--- src/rtl/sha256_main_if.sv ---
// sha256_main_if: byte-stream and digest signals of the single-block SHA-256 engine.
//   byte_rdy   master -> slave  data_in holds a valid message byte this cycle
//   byte_stop  master -> slave  end of message; start padding and hashing
//   data_in    master -> slave  message byte, first byte is the most significant
//   overflow   slave -> master  message exceeded 55 bytes (sticky)
//   out        slave -> master  digest, H0 in out[255:224], H7 in out[31:0]
//   o_valid    slave -> master  out holds the final digest
interface sha256_main_if;
  logic         byte_rdy;
  logic         byte_stop;
  logic [7:0]   data_in;
  logic         overflow;
  logic [255:0] out;
  logic         o_valid;

  modport master (
    output byte_rdy, byte_stop, data_in,
    input  overflow, out, o_valid
  );

  modport slave (
    input  byte_rdy, byte_stop, data_in,
    output overflow, out, o_valid
  );
endinterface

--- src/rtl/sha256_main.sv ---
// sha256_main: hashes one message of up to 55 bytes into a SHA-256 digest.
// Bytes are collected one per cycle, padded into a single 512-bit block,
// compressed one round per cycle and the digest is held until reset.
//   clk  rising-edge clock
//   rst  synchronous active-low reset
//   bus  sha256_main_if.slave (byte_rdy, byte_stop, data_in, overflow, out, o_valid)
//
// state   | meaning
// COLLECT | accepting message bytes, count = bytes stored
// PAD     | build the padded block, load a..h from the initial hash
// ROUNDS  | one compression round per cycle, t = 0..63
// FINAL   | add a..h into the initial hash, publish the digest
// DONE    | digest held, inputs ignored until reset
// ERR     | message too long, inputs ignored until reset
module sha256_main (
  input  logic         clk,
  input  logic         rst,
  sha256_main_if.slave bus
);

  typedef enum logic [2:0] {COLLECT, PAD, ROUNDS, FINAL, DONE, ERR} state_t;

  localparam logic [31:0] k_table [64] = '{
    32'h428a2f98, 32'h71374491, 32'hb5c0fbcf, 32'he9b5dba5,
    32'h3956c25b, 32'h59f111f1, 32'h923f82a4, 32'hab1c5ed5,
    32'hd807aa98, 32'h12835b01, 32'h243185be, 32'h550c7dc3,
    32'h72be5d74, 32'h80deb1fe, 32'h9bdc06a7, 32'hc19bf174,
    32'he49b69c1, 32'hefbe4786, 32'h0fc19dc6, 32'h240ca1cc,
    32'h2de92c6f, 32'h4a7484aa, 32'h5cb0a9dc, 32'h76f988da,
    32'h983e5152, 32'ha831c66d, 32'hb00327c8, 32'hbf597fc7,
    32'hc6e00bf3, 32'hd5a79147, 32'h06ca6351, 32'h14292967,
    32'h27b70a85, 32'h2e1b2138, 32'h4d2c6dfc, 32'h53380d13,
    32'h650a7354, 32'h766a0abb, 32'h81c2c92e, 32'h92722c85,
    32'ha2bfe8a1, 32'ha81a664b, 32'hc24b8b70, 32'hc76c51a3,
    32'hd192e819, 32'hd6990624, 32'hf40e3585, 32'h106aa070,
    32'h19a4c116, 32'h1e376c08, 32'h2748774c, 32'h34b0bcb5,
    32'h391c0cb3, 32'h4ed8aa4a, 32'h5b9cca4f, 32'h682e6ff3,
    32'h748f82ee, 32'h78a5636f, 32'h84c87814, 32'h8cc70208,
    32'h90befffa, 32'ha4506ceb, 32'hbef9a3f7, 32'hc67178f2
  };

  localparam logic [31:0] h_init [8] = '{
    32'h6a09e667, 32'hbb67ae85, 32'h3c6ef372, 32'ha54ff53a,
    32'h510e527f, 32'h9b05688c, 32'h1f83d9ab, 32'h5be0cd19
  };

  function automatic logic [31:0] rotr(input logic [31:0] x, input int n);
    return (x >> n) | (x << (32 - n));
  endfunction

  function automatic logic [31:0] big_s0(input logic [31:0] x);
    return rotr(x, 2) ^ rotr(x, 13) ^ rotr(x, 22);
  endfunction

  function automatic logic [31:0] big_s1(input logic [31:0] x);
    return rotr(x, 6) ^ rotr(x, 11) ^ rotr(x, 25);
  endfunction

  function automatic logic [31:0] small_s0(input logic [31:0] x);
    return rotr(x, 7) ^ rotr(x, 18) ^ (x >> 3);
  endfunction

  function automatic logic [31:0] small_s1(input logic [31:0] x);
    return rotr(x, 17) ^ rotr(x, 19) ^ (x >> 10);
  endfunction

  state_t       state, state_next;
  logic [5:0]   count;
  logic [5:0]   rnd;
  logic [7:0]   msg_buf [55];
  logic [7:0]   pad_byte [64];
  logic [31:0]  blk [16];
  logic [31:0]  w [16];
  logic [31:0]  a, b, c, d, e, f, g, h;
  logic [31:0]  t1, t2, w_next;
  logic [255:0] out_q;
  logic         valid_q;
  logic         ovf_q;

  assign bus.out      = out_q;
  assign bus.o_valid  = valid_q;
  assign bus.overflow = ovf_q;

  // Unused buffer bytes are always zero (cleared at reset, written only
  // below count), so padding only has to place the 0x80 marker and length.
  always_comb begin
    for (int i = 0; i < 64; i++) pad_byte[i] = 8'h00;
    for (int i = 0; i < 55; i++) pad_byte[i] = msg_buf[i];
    pad_byte[count] = 8'h80;
    pad_byte[62]    = {7'b0, count[5]};
    pad_byte[63]    = {count[4:0], 3'b000};
    for (int i = 0; i < 16; i++)
      blk[i] = {pad_byte[4*i], pad_byte[4*i+1], pad_byte[4*i+2], pad_byte[4*i+3]};
  end

  // Window holds W[t..t+15]; w[0] is the current Wt and w_next is W[t+16].
  always_comb begin
    t1 = h + big_s1(e) + ((e & f) ^ (~e & g)) + k_table[rnd] + w[0];
    t2 = big_s0(a) + ((a & b) ^ (a & c) ^ (b & c));
    w_next = small_s1(w[14]) + w[9] + small_s0(w[1]) + w[0];
  end

  always_ff @(posedge clk) begin
    if (!rst) state <= COLLECT;
    else      state <= state_next;
  end

  always_comb begin
    state_next = state;
    case (state)
      COLLECT: begin
        if (bus.byte_rdy && count == 6'd55) state_next = ERR;
        else if (bus.byte_stop)             state_next = PAD;
      end
      PAD:     state_next = ROUNDS;
      ROUNDS:  if (rnd == 6'd63) state_next = FINAL;
      FINAL:   state_next = DONE;
      DONE:    state_next = DONE;
      ERR:     state_next = ERR;
      default: state_next = COLLECT;
    endcase
  end

  always_ff @(posedge clk) begin
    if (!rst) begin
      count   <= '0;
      rnd     <= '0;
      out_q   <= '0;
      valid_q <= 1'b0;
      ovf_q   <= 1'b0;
      for (int i = 0; i < 55; i++) msg_buf[i] <= '0;
      for (int i = 0; i < 16; i++) w[i] <= '0;
      {a, b, c, d, e, f, g, h} <= '0;
    end else begin
      case (state)
        COLLECT: begin
          if (bus.byte_rdy) begin
            if (count == 6'd55) begin
              ovf_q <= 1'b1;
            end else begin
              msg_buf[count] <= bus.data_in;
              count          <= count + 6'd1;
            end
          end
        end
        PAD: begin
          w   <= blk;
          rnd <= '0;
          {a, b, c, d, e, f, g, h} <= {h_init[0], h_init[1], h_init[2], h_init[3],
                                       h_init[4], h_init[5], h_init[6], h_init[7]};
        end
        ROUNDS: begin
          h <= g;
          g <= f;
          f <= e;
          e <= d + t1;
          d <= c;
          c <= b;
          b <= a;
          a <= t1 + t2;
          for (int i = 0; i < 15; i++) w[i] <= w[i+1];
          w[15] <= w_next;
          rnd   <= rnd + 6'd1;
        end
        FINAL: begin
          out_q <= {h_init[0] + a, h_init[1] + b, h_init[2] + c, h_init[3] + d,
                    h_init[4] + e, h_init[5] + f, h_init[6] + g, h_init[7] + h};
          valid_q <= 1'b1;
        end
        default: ;
      endcase
    end
  end

endmodule

--- src/flat_wrapper.sv ---
// flat-port wrapper written by rule: the top's interface ports become plain ports
module sha256_main_flat 
  (clk, rst, bus_byte_rdy, bus_byte_stop, bus_data_in, bus_overflow, bus_out, bus_o_valid);
  sha256_main_if bus_i ();
  input  logic clk;
  input  logic rst;
  input wire logic [$bits(bus_i.byte_rdy)-1:0] bus_byte_rdy;
  input wire logic [$bits(bus_i.byte_stop)-1:0] bus_byte_stop;
  input wire logic [$bits(bus_i.data_in)-1:0] bus_data_in;
  output wire logic [$bits(bus_i.overflow)-1:0] bus_overflow;
  output wire logic [$bits(bus_i.out)-1:0] bus_out;
  output wire logic [$bits(bus_i.o_valid)-1:0] bus_o_valid;
  assign bus_i.byte_rdy = bus_byte_rdy;
  assign bus_i.byte_stop = bus_byte_stop;
  assign bus_i.data_in = bus_data_in;
  assign bus_overflow = bus_i.overflow;
  assign bus_out = bus_i.out;
  assign bus_o_valid = bus_i.o_valid;
  sha256_main u_core (.clk(clk), .rst(rst), .bus(bus_i));
endmodule
--- config.mk ---
export PLATFORM = sky130hd
export DESIGN_NAME = sha256_main_flat
export DESIGN_NICKNAME = d
export VERILOG_FILES = /design/src/rtl/sha256_main_if.sv /design/src/rtl/sha256_main.sv /design/src/flat_wrapper.sv
export SDC_FILE = /design/constraint.sdc
export NUM_CORES = 2
export LEC_CHECK = 0
export CORE_MARGIN = 4
export CORE_UTILIZATION = 45
export DETAILED_ROUTE_END_ITERATION = 10
export PLACE_DENSITY = 0.65
export SYNTH_ARGS = -nofsm -noshare
export SYNTH_HDL_FRONTEND = slang
export SYNTH_SLANG_ARGS = --single-unit
--- constraint.sdc ---
create_clock -name clk -period 10.3 [get_ports clk]
set_input_delay 1.545 -clock clk [delete_from_list [all_inputs] [get_ports clk]]
set_output_delay 1.545 -clock clk [all_outputs]
set_load 0.005 [all_outputs]
==> impl_metrics.json <==
{
  "crit_slowest_cell": "fa_1",
  "synthFlopType": "dfxtp_1",
  "yosys-top-cells-area": "dfxtp_1 28%, edfxtp_1 18%, a222oi_1 5.3%",
  "fin_skew_ns": 0.03805,
  "grt_first_pass_wirelength_mm": 367.3,
  "worst_pin_slew_ns": 1.296,
  "cts_resized": 0,
  "gp_congestion": 0.9851,
  "crit_type": "reg2reg",
  "clockRootBuffer": "clkbuf_16",
  "power_density_mw_per_mm2": 312.0,
  "clk_pin_slew_ns": 0.07,
  "area_growth_pct": 12.31,
  "cts_setup_buffers": 0,
  "cpMostUsedCell": "a21oi_1",
  "hold_viol": 0,
  "min_period_over_period_pct": 87.15,
  "netlist_area_mm2": 0.07326,
  "crit_fanout": 22,
  "cp.arrival_ns": 9.62,
  "stdcell_count": 9786,
  "coreArea_mm2": 0.1611,
  "endpoint_kind": "flop",
  "drt_iter0_drc": 8798,
  "async_reset_ff_share_pct": 0,
  "cts-hold-fix-buffers": 0,
  "clockBufferDepth": 3,
  "hold_class": "reg2reg",
  "io-pin-count": 270,
  "final-setup-viol-count": 0,
  "fp.dieW_um": 411.5,
  "whs_ns": 0.4494,
  "status": "complete, but fails checks",
  "power_leakage_nw": 30.55,
  "fin_crit_ns": 8.977,
  "synth_edf_count": 440,
  "layout-drive-gt1-share_pct": 5.418,
  "portBuffers": 269,
  "rr_worst_depth": 38,
  "synth_top_area_share_pct": 28.45,
  "cts_tree": "done",
  "numClockSinks": 1481,
  "die_y_um": 411.5,
  "violations": "DRC",
  "crit_required_ns": 10.94,
  "finalSetupTns_ns": 0,
  "max_freq_mhz": 111.4,
  "ys_ff_latch": 1481,
  "yosys.area.top_type": "dfxtp_1",
  "min_to": "u_core.bus.out[76]",
  "synth_nets": 7970,
  "die-area_mm2": 0.1693,
  "hold_start": "u_core.bus.out[76]",
  "avgViaCountPerCell": 6.114,
  "drt-total-wl_mm": 247.6,
  "cts-htree-levels": 4,
  "ys_types": 98,
  "dpl.cell_count": 9495,
  "row_count": 147,
  "synth_common_cells": "1,041 x dfxtp_1, 1,017 x nor2_1, 582 x clkbuf_1, 460 x and2_1, 447 x nand2_1",
  "grt_pass1_vias": 56800,
  "post-route-drc-count": 4,
  "fill_cells": 14620,
  "vdd_drop_max_mv": 0.4214,
  "r2r_start": "u_core.rnd[1]",
  "netlist_instances": 7616,
  "via_count": 59830,
  "rsz0062_at_grt": "false",
  "clk_latency_ns": 0.81,
  "antenna_found_initial": 6,
  "dpl.hpwl_mm": 168.0,
  "final_core_util_pct": 51.07,
  "initial_core_util_pct": 45.47,
  "syn_area_per_cell_um2": 9.619,
  "crit_path_start_kind": "flop",
  "final_antenna_net_count": 0,
  "grt.overflow.total": 0,
  "yosysMostFrequentCell": "dfxtp_1",
  "first_pass_iters": 11,
  "nets": 7849,
  "max-cap-violations": 0,
  "slew_headroom_pct": 12.68,
  "ys_seq_area_share_pct": 46.48,
  "grt_max_degree": 196,
  "grt_util_all_layers_pct": 28.30,
  "worstReg2RegEnd": "u_core.a[29]",
  "synth-warning-count": 0,
  "routedWlPerCell_um": 25.30,
  "cts_buffers": 158,
  "min_path_cells": 2,
  "cpPeakStageDelay_ns": 0.56,
  "r2r_setup_slack_ns": 1.32,
  "slew_viol_final": 0
}
==> cell families (layout without fill, tap and decap cells) <==
kind of cell,after synthesis,in the layout,synth area share [%]
buffers and inverters,871,878,4.488
adder cells (fa/ha/maj),368,368,8.113
other,0,3,0
XOR/XNOR,532,532,6.379
multiplexers,48,48,0.7651
AND/OR/NAND/NOR,2384,2384,15.20
AO/OA/AOI/OAI,1932,1932,18.58
flip-flops,1481,1481,46.48
==> per-layer routing <==
metal / vias up / part of all wire [%] / global-route usage [%]
met2: 2888 / 45 / 43.83
met1: 29300 / 42 / 38.75
met3: 547 / 8.7 / 4.786
met5: - / 0 / 0
met4: 0 / 4.9 / 13.06
li1: 27100 / - / -
==> layout by cell type (no fill, tap or decap), types with 105 or more instances in the layout <==
master / instances
dfxtp_1: 1037
xnor2_1: 367
edfxtp_1: 440
xor2_1: 164
a22oi_1: 161
o22ai_1: 162
clkbuf_16: 159
nor3_1: 113
a21oi_1: 438
o21ai_0: 289
nand2_1: 445
a222oi_1: 386
ha_1: 155
a211oi_1: 105
inv_1: 222
clkdlybuf4s50_1: 260
fa_1: 187
and2_1: 460
nor2_1: 1015
==> critical path, delay by kind of cell, from the launching register on <==
kind / cells / cell delay [ns]
adders and majority gates: 7 / 2.95
and+or+nand+nor: 7 / 1.13
DFF: 1 / 0.35
xor gates and xnor gates: 2 / 0.38
AOI/OAI and AO/OA: 16 / 3.32
buffers and inverters: 6 / 0.69
==> stage by stage <==
| stage | total power, mW | cell area, um2 | worst slack [ns] |
|---|---|---|---|
| finish | 25.67 | 82280 | 1.323 |
| floorplan | 15.96 | 73260 | 2.250 |
| CTS | 25.58 | 82270 | 1.435 |
| global placement | 19.71 | 77050 | 1.564 |
| global route | 27.17 | 82270 | 0.7744 |
| detailed placement | 19.79 | 77050 | 1.480 |
==> flip-flops by register name, indices dropped and copies added, names as in the netlist <==
signal               count
u_core.w               512
u_core.msg_buf         440
u_core.bus.out         256
u_core.a                32
u_core.b                32
u_core.c                32
u_core.d                32
u_core.e                32
u_core.f                32
u_core.g                32
u_core.h                32
u_core.count             6
u_core.rnd               6
u_core.state             3
u_core.bus.o_valid       1
u_core.bus.overflow      1
==> worst max path at each step <==
| stage | startpoint | endpoint | slack, ns | depth (start not counted) |
|---|---|---|---|---|
| 5_1_grt | u_core.rnd[0] | u_core.a[29] | 0.77 | 36 |
| 4_1_cts | u_core.rnd[1] | u_core.a[29] | 1.43 | 38 |
| 3_3_place_gp | u_core.rnd[0] | u_core.a[29] | 1.56 | 36 |
| 2_1_floorplan | u_core.rnd[0] | u_core.a[29] | 2.25 | 35 |
| 6_report | u_core.rnd[1] | u_core.a[29] | 1.32 | 38 |
| 3_5_place_dp | u_core.rnd[1] | u_core.a[29] | 1.48 | 38 |
==> report_power, final <==
| part | switching (mW) | total [mW] | internal (mW) |
|---|---|---|---|
| sequential | 0.691 | 7.05 | 6.36 |
| clock | 2.48 | 5.74 | 3.26 |
| combinational | 7.83 | 12.9 | 5.05 |
==> layout make-up <==
cell class | count | area [um2] | area share, %
multi-input combinational | 5264 | 35960 | 43.70
clock buffer | 228 | 4518 | 5.491
sequential | 1481 | 34060 | 41.40
clock inverter | 60 | 704.4 | 0.8561
timing repair buffer | 361 | 3461 | 4.206
inverter | 229 | 867.1 | 1.054
tap | 2160 | 2703 | 3.285
antenna | 3 | 7.507 | 0.009124
No activity file was read; power rests on OpenSTA's default activity.
